[config.mk]
export PLATFORM = sky130hd
export DESIGN_NAME = alu_issue_wb
export DESIGN_NICKNAME = d
export VERILOG_FILES = /design/src/rtl/cpu_pkg.sv /design/src/rtl/cpu_regfile.sv /design/src/rtl/alu_issue_wb.sv
export SDC_FILE = /design/constraint.sdc
export NUM_CORES = 1
export LEC_CHECK = 0
export ABC_AREA = 1
export CORE_MARGIN = 1.5
export CORE_UTILIZATION = 40
export DETAILED_ROUTE_END_ITERATION = 8
export GPL_ROUTABILITY_DRIVEN = 0
export PLACE_DENSITY = 0.63
export SETUP_SLACK_MARGIN = 0.15
export SYNTH_ARGS = -nofsm -noshare
export SYNTH_HDL_FRONTEND = slang
export SYNTH_HIERARCHICAL = 1
export SYNTH_SLANG_ARGS = --single-unit
[constraint.sdc]
create_clock -name clk_i -period 5.25 [get_ports clk_i]
set_clock_uncertainty 0.15 [all_clocks]
set_input_delay 0.525 -clock clk_i [delete_from_list [all_inputs] [get_ports clk_i]]
set_output_delay 0.525 -clock clk_i [all_outputs]
set_load 0.1 [all_outputs]
[src/rtl/cpu_pkg.sv]
// Shared types for the ALU issue/writeback slice: opcodes, sequencer states,
// instruction layout and the opcode legality check.
package cpu_pkg;

    typedef enum logic [3:0] {
        OP_ADD   = 4'b0000,
        OP_ADC   = 4'b0001,
        OP_SUB   = 4'b0010,
        OP_SBB   = 4'b0011,
        OP_AND   = 4'b0100,
        OP_OR    = 4'b0101,
        OP_XOR   = 4'b0110,
        OP_NOT   = 4'b0111,
        OP_SHL   = 4'b1000,
        OP_SHR   = 4'b1001,
        OP_RSV_A = 4'b1010,
        OP_ROR   = 4'b1011,
        OP_RSV_C = 4'b1100,
        OP_RSV_D = 4'b1101,
        OP_RSV_E = 4'b1110,
        OP_RSV_F = 4'b1111
    } alu_op_e;

    typedef enum logic [1:0] {
        IDLE = 2'd0,
        READ = 2'd1,
        EXEC = 2'd2,
        WB   = 2'd3
    } state_e;

    typedef struct packed {
        alu_op_e     op;
        logic [2:0]  rd;
        logic [2:0]  rs;
        logic        imm_sel;
        logic [2:0]  rt;
        logic [1:0]  reserved;
        logic [7:0]  imm8;
    } instr_t;

    function automatic logic is_legal_op(input logic [3:0] op);
        logic legal_s;
        case (op)
            4'b1010, 4'b1100, 4'b1101, 4'b1110, 4'b1111: legal_s = 1'b0;
            default:                                     legal_s = 1'b1;
        endcase
        return legal_s;
    endfunction

endpackage

[src/rtl/cpu_regfile.sv]
// 8x8 general-purpose register file: two operand read ports, one debug read
// port, one synchronous write port; synchronous reset clears every entry.
module cpu_regfile
    import cpu_pkg::*;
(
    input  logic       clk_i,
    input  logic       rst_i,
    input  logic [2:0] rs_addr,
    input  logic [2:0] rt_addr,
    input  logic [2:0] dbg_addr,
    output logic [7:0] rs_data,
    output logic [7:0] rt_data,
    output logic [7:0] dbg_data,
    input  logic       wr_en,
    input  logic [2:0] wr_addr,
    input  logic [7:0] wr_data
);

    logic [7:0] mem_r [8];

    // Storage: clear on reset, otherwise single write port.
    always_ff @(posedge clk_i) begin
        if (rst_i) begin
            for (int i = 0; i < 8; i++) begin
                mem_r[i] <= 8'h00;
            end
        end else if (wr_en) begin
            mem_r[wr_addr] <= wr_data;
        end
    end

    assign rs_data  = mem_r[rs_addr];
    assign rt_data  = mem_r[rt_addr];
    assign dbg_data = mem_r[dbg_addr];

endmodule

[src/rtl/alu_issue_wb.sv]
// Issue/writeback sequencer around the external combinational 8-bit ALU:
// accept, read operands, execute, write back, one instruction per 4 cycles.
module alu_issue_wb
    import cpu_pkg::*;
(
    input  logic        clk_i,
    input  logic        rst_i,
    input  logic        instr_valid_i,
    input  logic [23:0] instr_i,
    output logic        instr_ready_o,
    output logic [7:0]  alu_rs_o,
    output logic [7:0]  alu_op2_o,
    output logic [2:0]  alu_count_o,
    output logic        alu_carry_o,
    output logic [3:0]  alu_op_o,
    input  logic [7:0]  alu_res_i,
    input  logic        alu_carry_i,
    input  logic        alu_zero_i,
    output logic        carry_flag_o,
    output logic        zero_flag_o,
    output logic        done_o,
    output logic        illegal_o,
    input  logic [2:0]  dbg_addr_i,
    output logic [7:0]  dbg_data_o
);

    state_e     state_r, state_nxt_s;
    instr_t     instr_s;
    logic       accept_s, wb_en_s;
    logic [7:0] rs_data_s, rt_data_s;
    logic [7:0] rs_r, op2_r;
    logic [2:0] count_r, rd_r;
    logic       cin_r, illegal_r;
    logic [3:0] op_r;
    logic       carry_r, zero_r;
    logic       ready_r, done_r, illegal_pulse_r;

    assign instr_s  = instr_t'(instr_i);
    assign accept_s = instr_valid_i & ready_r;
    assign wb_en_s  = (state_r == WB) & ~illegal_r;

    // Operands are read straight from the incoming word on the accepting edge,
    // so the ALU inputs are already valid throughout READ, EXEC and WB.
    cpu_regfile u_regfile (
        .clk_i    (clk_i),
        .rst_i    (rst_i),
        .rs_addr  (instr_s.rs),
        .rt_addr  (instr_s.rt),
        .dbg_addr (dbg_addr_i),
        .rs_data  (rs_data_s),
        .rt_data  (rt_data_s),
        .dbg_data (dbg_data_o),
        .wr_en    (wb_en_s),
        .wr_addr  (rd_r),
        .wr_data  (alu_res_i)
    );

    // Sequencer next-state logic.
    always_comb begin
        state_nxt_s = state_r;
        case (state_r)
            IDLE: begin
                if (accept_s) begin
                    state_nxt_s = READ;
                end else begin
                    state_nxt_s = IDLE;
                end
            end
            READ:    state_nxt_s = EXEC;
            EXEC:    state_nxt_s = WB;
            WB:      state_nxt_s = IDLE;
            default: state_nxt_s = IDLE;
        endcase
    end

    // State register plus registered handshake and retire pulses.
    always_ff @(posedge clk_i) begin
        if (rst_i) begin
            state_r         <= IDLE;
            ready_r         <= 1'b1;
            done_r          <= 1'b0;
            illegal_pulse_r <= 1'b0;
        end else begin
            state_r         <= state_nxt_s;
            ready_r         <= (state_nxt_s == IDLE);
            done_r          <= (state_r == EXEC);
            illegal_pulse_r <= (state_r == EXEC) & illegal_r;
        end
    end

    // Operand registers hold from one accept to the next.
    always_ff @(posedge clk_i) begin
        if (rst_i) begin
            rs_r      <= 8'h00;
            op2_r     <= 8'h00;
            count_r   <= 3'd0;
            cin_r     <= 1'b0;
            op_r      <= 4'h0;
            illegal_r <= 1'b0;
            rd_r      <= 3'd0;
        end else if (accept_s) begin
            rs_r      <= rs_data_s;
            op2_r     <= instr_s.imm_sel ? instr_s.imm8 : rt_data_s;
            count_r   <= instr_s.imm8[2:0];
            cin_r     <= carry_r;
            op_r      <= instr_s.op;
            illegal_r <= ~is_legal_op(instr_s.op);
            rd_r      <= instr_s.rd;
        end
    end

    // Flag writeback; logic ops (op[2] set) keep the previous carry.
    always_ff @(posedge clk_i) begin
        if (rst_i) begin
            carry_r <= 1'b0;
            zero_r  <= 1'b0;
        end else if (wb_en_s) begin
            zero_r <= alu_zero_i;
            if (!op_r[2]) begin
                carry_r <= alu_carry_i;
            end
        end
    end

    assign instr_ready_o = ready_r;
    assign alu_rs_o      = rs_r;
    assign alu_op2_o     = op2_r;
    assign alu_count_o   = count_r;
    assign alu_carry_o   = cin_r;
    assign alu_op_o      = op_r;
    assign carry_flag_o  = carry_r;
    assign zero_flag_o   = zero_r;
    assign done_o        = done_r;
    assign illegal_o     = illegal_pulse_r;

endmodule

After elaboration in Yosys (flattened, before gate mapping) --
Memories as Yosys holds them, arrays and structs flattened. A register that Yosys moved wholly into a read port is not among the register bits. Index checks and enable logic that the tools add are counted.
Word-level totals: bits in registers 27, word-level logic and storage cells 46, memories 1, RAM bits 64, output and inout port bits 37, bits of input ports 40
Memory list:
- u_regfile.mem_r | words 8, bits a word 8, rd ports 3, clocked after memory_dff 1, wr ports 8, RTL line cpu_regfile.sv:19 | logic [7:0] mem_r [8];
Operators by class: multiplexer cells 14, bitwise gates (word level) 6, equality and inequality tests 8, reductions and logical operators 5
Operators by type and width (count):
- equality test 4 bit, second input constant | 5
- two-way mux 8 bit | 2
- two-way mux 1 bit | 10
- case mux 2 bit (4 select lines) | 1
- OR reduction 8 bit | 1
- OR reduction 5 bit | 1
- equality test 2 bit, second input constant | 2
- logical NOT 2 bit | 2
- bitwise AND 1 bit | 3
- two-way mux 3 bit | 1
- inverter 1 bit | 3
- equality test 2 x 1 -> 1 bit, second input constant | 1
- AND reduction 2 bit | 1

Logic depth before layout (Yosys ltp) --
depth after elaboration 7, depth in mapped cells 12, depth with buffers taken out 10

Hierarchy --
The synthesis kept the hierarchy.
By module, submodules not included:
- cpu_regfile | area an instance 4543.1 sq um, cells an instance 678, instances 1, sequential area each 1921.8 sq um
- alu_issue_wb | area an instance 1462.7 sq um, cells an instance 198, instances 1, sequential area each 700.7 sq um

Worst setup path before layout --
No wires, ideal clock.
path kind input to output, start input port dbg_addr_i[1], end output port dbg_data_o[0], buffers on the path 2, arrival time 1726 ps, required time 4575 ps, path slack 2849 ps, stages on the path 7, path through buf_2 > inv_2 > buf_4 > nand3_1 > nand2_1 > nand2_1 > nand2_1
On the way: cells in the longest elaborated chain, start to end 1
Ends and longest elaborated chain:
- start, declared | RTL line alu_issue_wb.sv:23 | input logic [2:0] dbg_addr_i,
- memory read (8 x 8 bit)
- end, declared | RTL line alu_issue_wb.sv:24 | output logic [7:0] dbg_data_o
Every way passes these cells.

Final worst setup path --
start input port dbg_addr_i[1], end output port dbg_data_o[6]
Same word-level chain as after synthesis.

==> impl_metrics.yaml <==
worst_setup_path:
  crit_family: "buffers and inverters"
  crit_fanout: 17
  path_buf_inv: 3
  critPathKind: "input pin to output port"
  path_cells: "clkdlybuf4s50_1 > inv_2 > nand3_1 > nand2_1 > nand2_1 > nand2_1 > buf_4"
  timing.critical_path.mode_cell: "nand2_1"
  critPathMaxStageDelay_ns: 0.81
  worstPathRequired_ns: 4.58
  worstSetupStartpointType: "input pin"
  critPathArrivalTime_ns: 2.51
  cp_slowest_cell: "clkdlybuf4s50_1"
  crit_path_end_kind: "output port"
floorplan:
  die_w_um: 125.5
  core_area_sq_um: 14590
  die_h_um: 125.5
  io_pins: 77
  dieArea_sq_um: 15760
  start_util_pct: 41.17
  rows: 44
drt:
  num_vias: 5503
  drt_iter0_markers: 627
  via_per_inst: 4.949
  wl_per_cell_um: 15.06
  drcViolationCount: 0
  totalWireLength_um: 16750
  drtAntennaViolNets: 0
  dr.pass1.iters: 5
power_and_ir_drop:
  ir_drop_v: 0.0001546
  p_per_area_nw_per_um2: 310.6
  p_total_mw: 2.161
  leakagePower_nw: 3.563
synth:
  syn_nets: 919
  yosysWarnings: 6
  ys_seq_area_share_pct: 43.67
  synth_top_area_share_pct: 32.00
  syn_avg_cell_area_sq_um: 6.856
  synth-seq-cells: 99
  yosys.cell_types.count: 21
  yosysTopAreaCell: "edfxtp_1"
  synth_area_leaders: "edfxtp_1, nand2_1, dfxtp_1"
  synth.cell_area_sq_um: 6006
  syn_inst: 876
place:
  io_buffers: 74
  place_hpwl_um: 11950
clocking:
  htreeDepth: 3
  post_cts_resized: 0
  cts_tree: "done"
  cts_max_path_buffers: 2
  cts_inserted_buffers: 9
  clk_latency_ns: 0.35
  cts-root-buf: "clkbuf_16"
  cts_setup_buffers: 0
  clock-sinks: 99
  clkTransAtPathRegs_ns: 0.08
  ctsHoldBuffers: 0
sta:
  slew_violations: 0
  clock.fmax_ghz: 0.3139
  tns_ns: 0
  min_period_ns: 3.186
  post-route-period-util_pct: 60.69
  setup_viol: 0
  hold_violations: 0
  worstMarginPinSlew_ns: 0.9848
  slew_headroom_pct: 34.14
  rsz0062_at_grt: "false"
cells_and_area:
  diodes: 0
  nNetsFinal: 966
  area_growth_pct: 15.85
  drive_above_1_share_pct: 6.142
global_route:
  grt_max_degree: 34
  grt_pass1_vias: 4891
  grt_pass1_wl_um: 26920
  grt-ovfl-total: 0
  antenna_found_initial: 0
  grtUsageTotal_pct: 21.96
worst_hold_path:
  min-delay-path-class: "flop to flop"
status:
  status: "finished, final reports clean"
run:
  drv_cap: 0
-- worst min-delay path: cells and delay by family (launching register included) --
kind	cells	cell delay (ns)
AO/OA/AOI/OAI	1	0.05
flip-flops	1	0.31
AND/OR/NAND/NOR	1	0.06
-- routing by layer --
metal / vias to the layer above / share of wire [%] / GRT usage (%) / routed length (um)
li1: 2781 / - / - / -
met1: 2467 / 46 / 32.26 / 7680
met2: 223 / 43 / 32.35 / 7231
met3: 32 / 7.8 / 2.995 / 1301
met4: 0 / 3.2 / 9.291 / 535
met5: - / 0 / 0 / 0
-- stage by stage --
step,cells,hold WS (ns),utilization (%),area (sq um),setup slack (ns)
after global placement,1096,0.3027,45.73,6671,2.061
final,1112,0.3178,47.69,6958,2.064
after global routing,1112,0.3319,47.69,6958,1.957
after CTS,1112,0.3191,47.69,6958,2.085
after detailed placement,1096,0.3073,45.73,6671,2.093
after floorplan,876,0.2936,-,6006,2.849
-- logic make-up after synthesis --
kind of cell	count (synthesis)	share of synthesized area, %
AO/OA/AOI/OAI	24	2.000
adder cells (fa/ha/maj)	3	0.6251
buffers and inverters	153	12.27
flip-flops	99	43.67
AND/OR/NAND/NOR	597	41.44
-- final timing paths --
path,from,to,slack (ns),cells past startpoint
hold reg to reg,illegal_r,illegal_r,0.32,2
hold / removal,illegal_r,illegal_r,0.32,2
setup / recovery,dbg_addr_i[1],dbg_data_o[6],2.06,7
setup reg to reg,state_r[1],u_regfile/mem_r[0][0],3.26,7
-- power breakdown --
part / leakage, nW / switching, mW / internal, mW
combinational: 2.47 / 0.472 / 0.155
clock: 0.141 / 0.300 / 0.332
sequential: 0.950 / 0.0267 / 0.876
total: 3.56 / 0.798 / 1.36
-- cell usage in the layout, fill, tap and decap left out --
master           count
inv_6                2
nor2_4               2
o21ai_0             21
clkbuf_1             1
inv_8                2
clkinv_4             3
nor2_2              10
inv_2                7
nand2_4             10
edfxtp_1            64
dfxtp_1             35
a21oi_1              3
nand3_1            105
nand2_1            354
nor3_1               1
nor2_1             115
inv_1              103
buf_4               12
ha_1                 3
clkdlybuf4s50_1     66
clkbuf_16            9
-- sequential cells by signal, indices dropped and copies added, names as in the netlist --
register / count
zero_flag_o: 1
illegal_o: 1
rd_r: 3
carry_flag_o: 1
state_r: 2
alu_rs_o: 8
done_o: 1
illegal_r: 1
alu_op_o: 4
alu_carry_o: 1
u_regfile/mem_r: 64
instr_ready_o: 1
alu_op2_o: 8
alu_count_o: 3
-- synth_stat cells, drive strengths merged --
| cell | instances |
|---|---|
| clkbuf | 4 |
| edfxtp | 64 |
| nor2 | 127 |
| ha | 3 |
| buf | 38 |
| inv | 111 |
| nand2 | 364 |
| a21oi | 3 |
| o21ai | 21 |
| nand3 | 105 |
| dfxtp | 35 |
| nor3 | 1 |
-- area by class of cell --
class	count	area, sq um
Clock buffer	10	229.0
Clock inverter	6	57.56
Fill cell	1446	7631
Inverter	111	421.7
Multi-Input combinational cell	624	2646
Sequential cell	99	2623
Tap cell	184	230.2
Timing Repair Buffer	78	750.7
Power figures use the tool's default switching activity.
